$ cat src/rtl/ctrl_rega_pkg.sv
// Shared encodings for the irrigation sequencer and users of the cont_cinco down-counter.
package ctrl_rega_pkg;

  typedef enum logic [1:0] {
    IDLE  = 2'd0,
    CARGA = 2'd1,
    REGA  = 2'd2,
    PAUSA = 2'd3
  } estado_t;

  localparam logic [2:0] CNT_MAX = 3'd5;

  // A 5-to-0 counter can never legally show 6 or 7.
  function automatic logic cnt_invalido(input logic [2:0] cnt);
    return (cnt > CNT_MAX);
  endfunction

endpackage

$ cat src/rtl/ctrl_rega_nivel_tanque.sv
// Tank fill pump hysteresis, low-level alarm and detection of the impossible sensor pair.
module nivel_tanque (
  input  logic clk,
  input  logic rst,
  input  logic nivel_min,
  input  logic nivel_max,
  input  logic erro,
  output logic bomba,
  output logic alarme,
  output logic falha
);

  logic bomba_r;
  logic alarme_r;

  assign falha  = nivel_max & ~nivel_min;
  assign bomba  = bomba_r;
  assign alarme = alarme_r;

  // Pump: set below minimum, cleared when full, held in between; any fault shuts it off.
  always_ff @(posedge clk or posedge rst) begin
    if (rst) begin
      bomba_r  <= 1'b0;
      alarme_r <= 1'b0;
    end else begin
      alarme_r <= ~nivel_min;
      if (falha | erro) begin
        bomba_r <= 1'b0;
      end else if (nivel_max) begin
        bomba_r <= 1'b0;
      end else if (~nivel_min) begin
        bomba_r <= 1'b1;
      end else begin
        bomba_r <= bomba_r;
      end
    end
  end

endmodule

$ cat src/rtl/ctrl_rega.sv
// Irrigation sequencer: presets cont_cinco, times watering from its count, drives valves and alarms.
module ctrl_rega
  import ctrl_rega_pkg::*;
#(
  parameter int PAUSA_CICLOS = 3
) (
  input  logic       Clk,
  input  logic       Rst,
  input  logic       Seco,
  input  logic       Chuva,
  input  logic       TempAlta,
  input  logic       NivelMin,
  input  logic       NivelMax,
  input  logic [2:0] Cnt,
  output logic       Pos5,
  output logic       Pos0,
  output logic       Aspersor,
  output logic       Gotejo,
  output logic       Bomba,
  output logic       Alarme,
  output logic       Erro
);

  localparam logic [2:0] PAUSA_INI = 3'(PAUSA_CICLOS - 1);

  estado_t    estado_r;
  estado_t    estado_nxt_s;
  logic [2:0] pausa_r;
  logic       modo_r;
  logic       modo_nxt_s;
  logic       pos5_r;
  logic       pos0_r;
  logic       aspersor_r;
  logic       gotejo_r;
  logic       erro_r;
  logic       cnt_falha_s;
  logic       tanque_falha_s;
  logic       erro_set_s;
  logic       fim_s;

  assign Pos5     = pos5_r;
  assign Pos0     = pos0_r;
  assign Aspersor = aspersor_r;
  assign Gotejo   = gotejo_r;
  assign Erro     = erro_r;

  assign cnt_falha_s = (estado_r == REGA) & cnt_invalido(Cnt);
  assign erro_set_s  = erro_r | cnt_falha_s | tanque_falha_s;
  // Cnt==1 is the last watering cycle: the counter lands on 0 on the same edge we leave REGA.
  assign fim_s       = (Cnt <= 3'd1) | Chuva | ~NivelMin | erro_set_s;

  nivel_tanque u_nivel_tanque (
    .clk       (Clk),
    .rst       (Rst),
    .nivel_min (NivelMin),
    .nivel_max (NivelMax),
    .erro      (erro_r | cnt_falha_s),
    .bomba     (Bomba),
    .alarme    (Alarme),
    .falha     (tanque_falha_s)
  );

  // Next-state and watering-mode selection.
  always_comb begin
    estado_nxt_s = estado_r;
    if (estado_r == CARGA) begin
      modo_nxt_s = TempAlta;
    end else begin
      modo_nxt_s = modo_r;
    end
    case (estado_r)
      IDLE: begin
        if (Seco & ~Chuva & NivelMin & ~erro_set_s) begin
          estado_nxt_s = CARGA;
        end else begin
          estado_nxt_s = IDLE;
        end
      end
      CARGA: begin
        if (erro_set_s) begin
          estado_nxt_s = PAUSA;
        end else begin
          estado_nxt_s = REGA;
        end
      end
      REGA: begin
        if (fim_s) begin
          estado_nxt_s = PAUSA;
        end else begin
          estado_nxt_s = REGA;
        end
      end
      PAUSA: begin
        if (pausa_r == 3'd0) begin
          estado_nxt_s = IDLE;
        end else begin
          estado_nxt_s = PAUSA;
        end
      end
      default: estado_nxt_s = IDLE;
    endcase
  end

  // Sequencer state with outputs decoded from the next state so they are registered.
  always_ff @(posedge Clk or posedge Rst) begin
    if (Rst) begin
      estado_r   <= IDLE;
      pausa_r    <= 3'd0;
      modo_r     <= 1'b0;
      pos5_r     <= 1'b0;
      pos0_r     <= 1'b1;
      aspersor_r <= 1'b0;
      gotejo_r   <= 1'b0;
    end else begin
      estado_r   <= estado_nxt_s;
      modo_r     <= modo_nxt_s;
      pos5_r     <= (estado_nxt_s == CARGA);
      pos0_r     <= (estado_nxt_s == IDLE) | (estado_nxt_s == PAUSA);
      aspersor_r <= (estado_nxt_s == REGA) & modo_nxt_s;
      gotejo_r   <= (estado_nxt_s == REGA) & ~modo_nxt_s;
      if ((estado_nxt_s == PAUSA) && (estado_r != PAUSA)) begin
        pausa_r <= PAUSA_INI;
      end else if ((estado_r == PAUSA) && (pausa_r != 3'd0)) begin
        pausa_r <= pausa_r - 3'd1;
      end else begin
        pausa_r <= pausa_r;
      end
    end
  end

  // Sticky fault flag, cleared only by reset.
  always_ff @(posedge Clk or posedge Rst) begin
    if (Rst) begin
      erro_r <= 1'b0;
    end else begin
      erro_r <= erro_set_s;
    end
  end

endmodule

$ cat config.mk
export PLATFORM = sky130hd
export DESIGN_NAME = ctrl_rega
export DESIGN_NICKNAME = d
export VERILOG_FILES = /design/src/rtl/ctrl_rega_pkg.sv /design/src/rtl/ctrl_rega_nivel_tanque.sv /design/src/rtl/ctrl_rega.sv
export SDC_FILE = /design/constraint.sdc
export NUM_CORES = 1
export LEC_CHECK = 0
export BUFFER_PORTS_ARGS = -buffer_cell sky130_fd_sc_hd__buf_2
export CORE_UTILIZATION = 45
export DETAILED_ROUTE_END_ITERATION = 6
export GPL_ROUTABILITY_DRIVEN = 0
export PLACE_DENSITY = 0.68
export SYNTH_ARGS = -nofsm -noshare
export SYNTH_HDL_FRONTEND = slang
export SYNTH_HIERARCHICAL = 1
export SYNTH_SLANG_ARGS = --single-unit
$ cat constraint.sdc
create_clock -name Clk -period 2.6 [get_ports Clk]
set_input_delay 0.13 -clock Clk [delete_from_list [all_inputs] [get_ports Clk]]
set_output_delay 0.13 -clock Clk [all_outputs]
set_load 0.005 [all_outputs]
Word level (Yosys, flattened, before mapping)
Index checks and enable logic that the tools add are counted.
{"block": "op_classes", "addsub": 1, "order_cmp": 2, "eq_ne": 8, "muxes": 11, "bitwise": 17, "n_reduce_logical": 7}
{"operator": "equality test 2 bit (second input constant)", "n": 4}
{"operator": "one-hot mux 2 bit (4 select lines)", "n": 1}
{"operator": "bitwise AND 1 bit", "n": 7}
{"operator": "two-way mux 1 bit", "n": 7}
{"operator": "two-way mux 3 bit", "n": 2}
{"operator": "bitwise OR 1 bit", "n": 6}
{"operator": "equality test 2 x 1 -> 1 bit (second input constant)", "n": 2}
{"operator": "logical NOT 2 bit", "n": 2}
{"operator": "inverter 1 bit", "n": 4}
{"operator": "> comparator 3 bit (second input constant)", "n": 1}
{"operator": "<= comparator 3 x 1 -> 1 bit (second input constant)", "n": 1}
{"operator": "logical NOT 3 bit", "n": 1}
{"operator": "inequality test 3 x 1 -> 1 bit (second input constant)", "n": 1}
{"operator": "nonzero test 3 bit", "n": 1}
{"operator": "subtractor 3 x 1 -> 3 bit (second input constant)", "n": 1}
{"operator": "logical AND 1 bit", "n": 2}
{"operator": "two-way mux 2 bit", "n": 1}
{"operator": "inequality test 2 bit (second input constant)", "n": 1}
{"operator": "nonzero test 2 bit", "n": 1}
{"block": "word_totals", "ff_bits": 13, "in_bits": 10}

Longest topological paths before layout
Gate-level depths: netlist of run 1.
{"block": "depth", "depth_word": 11, "ltp_mapped": 9, "mapped_depth_nobuf": 9}

By module
The synthesis of run 1 kept the hierarchy.
{"mod": "ctrl_rega", "instances": 1, "cells_per_inst": 51, "area_per_inst_um2": 566.8, "seq_area_each_um2": 276.5}
{"mod": "nivel_tanque", "instances": 1, "cells_per_inst": 7, "area_per_inst_um2": 80.1, "seq_area_each_um2": 50.0}

Least setup slack after synthesis of run 1
No wires, ideal clock.
{"block": "synth_path", "path_kind": "reg-to-reg", "from": "register erro_r, in the netlist Erro", "to": "register pausa_r[2]", "setup_time_ns": 0.122, "arrival_ns": 2.108, "path_slack_ns": 0.370, "path_stages_with_launch": 8, "path_buffers": 0, "period_less_slack_ns": 2.230, "path_cell_list": "dfrtp_1 > or4b_4 > or4b_4 > o211ai_1 > ha_1 > a21oi_1 > o21bai_1 > a32o_1"}
{"block": "synth_between", "elab_chain_len": 9, "elab_cells_between_ends": 13}
{"element": "from (decl)", "line": "ctrl_rega.sv:35", "text": "logic erro_r;"}
{"element": "from (signal assigned)", "line": "ctrl_rega.sv:136", "text": "erro_r <= erro_set_s;"}
{"element": "bitwise OR 1 bit * (2 in a row)", "line": "ctrl_rega.sv:48", "text": "assign erro_set_s = erro_r | cnt_falha_s | tanque_falha_s;"}
{"element": "inverter 1 bit", "line": "ctrl_rega.sv:73", "text": "if (Seco & ~Chuva & NivelMin & ~erro_set_s) begin"}
{"element": "bitwise AND 1 bit", "line": "ctrl_rega.sv:73"}
{"element": "two-way mux 1 bit", "line": "ctrl_rega.sv:73"}
{"element": "one-hot mux 2 bit (4 select lines) *", "line": "ctrl_rega.sv:71", "text": "case (estado_r)"}
{"element": "via estado_nxt_s[0]", "line": "ctrl_rega.sv:27", "text": "estado_t estado_nxt_s;"}
{"element": "equality test 2 bit *", "line": "ctrl_rega.sv:121", "text": "if ((estado_nxt_s == PAUSA) && (estado_r != PAUSA)) begin"}
{"element": "logical AND 1 bit *", "line": "ctrl_rega.sv:121"}
{"element": "two-way mux 3 bit or nonzero test 2 bit (tied branches)"}
{"element": "to (signal assigned)", "line": "ctrl_rega.sv:124", "text": "pausa_r <= pausa_r - 3'd1;"}
{"element": "to (signal assigned)", "line": "ctrl_rega.sv:126", "text": "pausa_r <= pausa_r;"}
{"element": "to (decl)", "line": "ctrl_rega.sv:28", "text": "logic [2:0] pausa_r;"}
The timed path passes the listed nets; every way through them passes the cells marked *.
A chain may end at the register's enable or synchronous reset.

Final worst setup path of run 1
Ends and elaborated chain as after synthesis.

==> impl_metrics.toml, run 1 <==
[sta]
fmax_mhz = 431
finalHoldViolations = 0
post-route-period-util = 0.892
fin_tns_setup_ps = 0
min_period_ps = 2320
rsz0062_at_grt = "no"
hold_slack_ps = 18.0
worst_pin_slew_ps = 425
skew_ps = 2.13
finalWorstSetupSlack_ps = 280
slew_headroom = 0.716
setup_violations = 0
final_max_slew_viol_count = 0

[die]
start_util = 0.491
die_h_um = 39.9
ios = 17
fp.dieW_um = 39.9
rows = 13
dieArea_um2 = 1590
core_um2 = 1320

[cts]
cts_buffers = 3
clockBufferDepth = 2
cts_tree = "done"
root_buffer = "clkbuf_4"
cts_htree_levels = 1
cts_sinks = 13
insertion_delay_ps = 270
cts.reportedPaths.clkPinSlew_ps = 70

[setup_path]
required_ps = 2760
rrSetupSlack_ps = 280
crit_type = "reg -> reg"
reg2reg_depth = 7
crit_end = "pausa_r[2]"
r2r-start = "Erro"
cp_max_fo = 5
startpoint_type = "register"
end_kind = "register"
critPathLaunch = "Erro"
r2r_end = "pausa_r[2]"
critPathArrivalTime_ps = 2480

[grt]
grt_max_degree = 12
antenna_found_initial = 0
first_global_vias = 416
grt_overflow = 0
grt_pass1_wl_um = 1670
grt_use_total = 0.164

[synth]
synth_area_um2 = 647
yosysSeqAreaShare = 0.505
synth_edf_count = 0
syn_nets = 73
synthCells = 58
syn_avg_cell_area_um2 = 11.2
synthFlopType = "dfrtp_1"
async_reset_ff_frac = 1.00
ys_types = 25
ys_seq_elements = 13
synth_warnings = 6

[job]
maxCapViolations = 0

[power]
power_density_nw_per_um2 = 1000
ir_drop_mv = 0.470
p_leak_nw = 0.386

[cells_and_area]
stdcell_count = 93
antenna_cells = 0
fin_nets = 94
final_util = 0.590
area_growth_syn_to_layout_pct = 20.1
final_layout_size_suffix_gt1_frac = 0.308

[routing]
wirelength_um = 1060
drc = 0
wl_per_cell_um = 11.4
first_pass_iters = 4
drtIter0Drc = 8
vias = 474
via_per_inst = 5.10
final_antenna_net_count = 0

[place]
io_buffers = 15
place_ws_ps = 269
placed_cells = 88
dpl.hpwl_um = 832

[min_path]
worstHoldPathType = "in -> reg"

[outcome]
status = "complete, no violations"
## power by group
part	leakage, nW	switching [mW]	total [mW]	internal [mW]
logic	0.216	0.171	0.336	0.165
clock network	0.0150	0.0613	0.121	0.0594
registers	0.154	0.0438	0.324	0.280
total	0.386	0.276	0.780	0.505
## critical path, stage by stage, from the launching register on
cell	delay, ps
dfrtp_1	410
or4b_4	530
or4b_4	490
o211ai_1	170
ha_1	190
a21oi_1	50
o21bai_1	170
a32o_1	200
## stage by stage
| step | cell area, um^2 | power [mW] |
|---|---|---|
| floorplan | 647 | 0.568 |
| global placement | 741 | 0.652 |
| detailed placement | 741 | 0.666 |
| CTS | 777 | 0.790 |
| global route | 777 | 0.852 |
| finish | 777 | 0.780 |
## layer usage
metal | routed length (um) | vias up | share of wire | GRT usage
met1 | 507 | 224 | 0.48 | 0.214
met4 | 12 | 0 | 0.011 | 0.103
li1 | - | 240 | - | -
met3 | 27 | 2 | 0.026 | 0.0341
met2 | 509 | 8 | 0.48 | 0.242
met5 | 0 | - | 0 | 0
## layout by cell type (no fill, tap or decap), types with 2 or more instances in the layout
| cell type | instances |
|---|---|
| nand2_1 | 2 |
| o21ai_0 | 2 |
| buf_2 | 15 |
| nor2b_1 | 4 |
| a21oi_1 | 2 |
| ha_1 | 5 |
| inv_1 | 7 |
| or4b_4 | 2 |
| nor2_1 | 5 |
| dfrtp_1 | 12 |
| and2_1 | 2 |
| clkbuf_4 | 3 |
## area by class of cell
cell class	count	area [um^2]
fillers	119	541
repair buffers	16	85.1
well taps	15	18.8
inverters	7	26.3
clock buffers	4	26.3
flip-flops and latches	13	327
multi-input cells	38	294
## flip-flops by register name (all words and copies together), names as in the netlist
signal / flops
Gotejo: 1
Erro: 1
pausa_r: 3
estado_r: 2
Aspersor: 1
u_nivel_tanque/bomba: 1
modo_r: 1
Pos0: 1
u_nivel_tanque/alarme: 1
Pos5: 1
## cells in the mapped netlist, types with 2 or more instances
cell | count | area (um^2)
nand2_1 | 2 | 7.51
a21oi_1 | 2 | 10.0
dfrtp_1 | 12 | 300
and2_1 | 2 | 12.5
or4b_4 | 2 | 27.5
o21ai_0 | 2 | 10.0
ha_1 | 5 | 62.6
inv_1 | 7 | 26.3
nor2b_1 | 4 | 25.0
nor2_1 | 5 | 18.8
## repair_timing
item / in CTS / in global routing
buffers inserted: 0 / 0
gates resized for setup: 0 / 0
endpoints found under the setup margin: 0 / 0
endpoints found under the hold margin: 12 / 0
hold buffers: 1 / 0
## cell families after synthesis
logic type	after synthesis	synth area share
compound gates	12	0.145
fa+ha+maj	5	0.0967
mux	1	0.0155
buf+inv	7	0.0406
flops	13	0.505
simple gates	20	0.197
## worst min path at each step
stage	startpoint	cells after the start	endpoint
finish	NivelMax	2	u_nivel_tanque/bomba
global placement	Rst	2	u_nivel_tanque/alarme
floorplan	Rst	1	u_nivel_tanque/alarme
CTS	NivelMax	2	u_nivel_tanque/bomba
global route	NivelMax	2	u_nivel_tanque/bomba
detailed placement	Rst	2	u_nivel_tanque/alarme
Note: power is estimated with default switching activity, not from simulation.
==> run 2, diff against run 1 <==
--- a/config.mk
+++ b/config.mk
@@ -6,8 +6,10 @@
 export NUM_CORES = 1
 export LEC_CHECK = 0
+export ABC_CLOCK_PERIOD_IN_PS = 2600
 export BUFFER_PORTS_ARGS = -buffer_cell sky130_fd_sc_hd__buf_2
 export CORE_UTILIZATION = 45
 export DETAILED_ROUTE_END_ITERATION = 6
 export GPL_ROUTABILITY_DRIVEN = 0
+export HOLD_SLACK_MARGIN = 0.1
 export PLACE_DENSITY = 0.68
 export SYNTH_ARGS = -nofsm -noshare
==> constraint.sdc (replaced) <==
create_clock -name Clk -period 2.6 [get_ports Clk]
set_input_delay 0.13 -clock Clk [delete_from_list [all_inputs] [get_ports Clk]]
set_output_delay 0.13 -clock Clk [all_outputs]
set_load 0.02 [all_outputs]
==> run 2 against run 1 <==
Sequential power hardly changed. Critical endpoint unchanged. Clock skew decreased by 0.79 ps. Fmax shrank 9.5%. Combinational power up 20%. Clock power about the same. Critical path type is now in -> reg.
==> impl_metrics.toml, run 2 (synthesis gave the netlist of run 1 again) <==
[sta]
worst_pin_slew_ps = 425
finalHoldViolations = 0
skew_ps = 1.34
post-route-period-util = 0.986
fmax_mhz = 390
final_max_slew_viol_count = 0
setup_violations = 0
slew_headroom = 0.717
min_period_ps = 2560
finalWorstSetupSlack_ps = 35.9

[cells_and_area]
final_cell_mix = "14 x buf_2, 12 x dfrtp_1, 7 x inv_1"
final_util = 0.628
antenna_cells = 0
fill_cells = 112
fin_nets = 97
multi_input_area_um2 = 309
layout_commonest_cell = "buf_2"
fin_area_um2 = 827
regArea_um2 = 327
area_growth_syn_to_layout_pct = 27.9
top_register = "pausa_r"
reg.largest.list = "pausa_r x3, estado_r x2"
largest_reg_flops = 3
final_layout_size_suffix_gt1_frac = 0.346

[setup_path]
r2r_end = "pausa_r[2]"
critPathArrivalTime_ps = 2730
rrSetupSlack_ps = 250
r2r-start = "Erro"
crit_type = "in -> reg"
cp_slowest_cell = "or4b_4"
reg2reg_depth = 7
startpoint_type = "input port"
path_cells = "dlygate4sd3_1 > buf_2 > nor2b_2 > or4b_4 > or4b_4 > o211ai_1 > ha_2 > a21oi_1 > o21bai_1 > a32o_1"
cpMostUsedCell = "or4b_4"
worst-path-buf-inv = 2
cp_max_fo = 4
required_ps = 2760
end_kind = "register"
cpLargestDelayFamily = "simple AND/OR/NAND/NOR gates"
cp_slowest_stage_delay_ps = 550

[cts]
insertion_delay_ps = 270
cts.reportedPaths.clkPinSlew_ps = 80
clockBufferDepth = 2
cts_buffers = 3
root_buffer = "clkbuf_4"
cts_sinks = 13
cts_htree_levels = 1
cts_tree = "done"

[power]
sw_frac_of_total = 0.385
p_int_mw = 0.524
p_seq_frac = 0.383
combPwrFrac = 0.473
ir_drop_mv = 0.515
clock_power_share = 0.144
p_leak_nw = 0.413
power_density_nw_per_um2 = 1030
p_sw_mw = 0.328

[grt]
grt_max_degree = 12
grt_overflow = 0
grt_use_total = 0.190
antenna_found_initial = 0
first_global_vias = 457
grt_pass1_wl_um = 1900

[min_path]
whs_path_depth = 3
worstHoldPathType = "in -> reg"
hold_start = "TempAlta"
hold_end = "modo_r"

[die]
ios = 17
start_util = 0.491
dieArea_um2 = 1590
core_um2 = 1320
die_h_um = 39.9
fp.dieW_um = 39.9
rows = 13

[place]
dpl.hpwl_um = 832
io_buffers = 15
place_ws_ps = 269
dpl_cell_area_um2 = 741

[routing]
first_pass_iters = 4
wl_per_cell_um = 13.2
drtIter0Drc = 5
vias = 504
via_per_inst = 5.25
wirelength_um = 1270
drc = 0
final_antenna_net_count = 0

[outcome]
status = "complete, no violations"

[job]
maxCapViolations = 0
[run 2: power groups by stage]
stage,clock [mW],combinational [mW],sequential (mW)
4_1_cts,0.124,0.379,0.324
3_5_place_dp,0,0.374,0.327
5_1_grt,0.134,0.449,0.336
2_1_floorplan,0,0.244,0.358
6_report,0.123,0.403,0.326
3_3_place_gp,0,0.359,0.327
[run 2: worst max path at each step]
| stage | start | depth (start not counted) | to |
|---|---|---|---|
| 3_5_place_dp | Erro | 7 | pausa_r[2] |
| 3_3_place_gp | Erro | 7 | pausa_r[2] |
| 4_1_cts | NivelMax | 10 | pausa_r[2] |
| 5_1_grt | NivelMin | 10 | pausa_r[2] |
| 6_report | NivelMin | 10 | pausa_r[2] |
| 2_1_floorplan | Erro | 7 | pausa_r[2] |
[run 2: worst reg2reg max path, delay by kind of cell (launching register included)]
family,cells,cell delay (ps)
fa+ha+maj,1,220
flops,1,410
simple gates,2,1040
compound gates,4,590
[run 2: layer usage]
layer | vias up | GRT usage | routed length [um]
met5 | - | 0 | 0
met2 | 15 | 0.302 | 657
met3 | 7 | 0.0398 | 43
li1 | 246 | - | -
met4 | 0 | 0.138 | 51
met1 | 236 | 0.221 | 517
[run 2: cell type report]
type | count | share of cell area
inverters | 7 | 0.0318
multi-input cells | 38 | 0.374
flip-flops and latches | 13 | 0.395
well taps | 15 | 0.0227
repair buffers | 19 | 0.145
clock buffers | 4 | 0.0318
[run 2: per-stage QoR]
step | setup TNS, ps | hold WS, ps | total power [mW] | std cells
after floorplan | 0 | -129 | 0.602 | 58
after global placement | 0 | -12.6 | 0.686 | 88
after detailed placement | 0 | -7.30 | 0.701 | 88
after CTS | 0 | 117 | 0.827 | 96
after global routing | -26.3 | 132 | 0.919 | 96
final | 0 | 118 | 0.852 | 96
[run 2: timing repair]
| action | in CTS | in global routing |
|---|---|---|
| hold buffers | 4 | 0 |
| hold endpoints to repair | 14 | 0 |
| setup buffers | 0 | 1 |
| setup endpoints to repair | 0 | 3 |
| gates resized for setup | 0 | 5 |
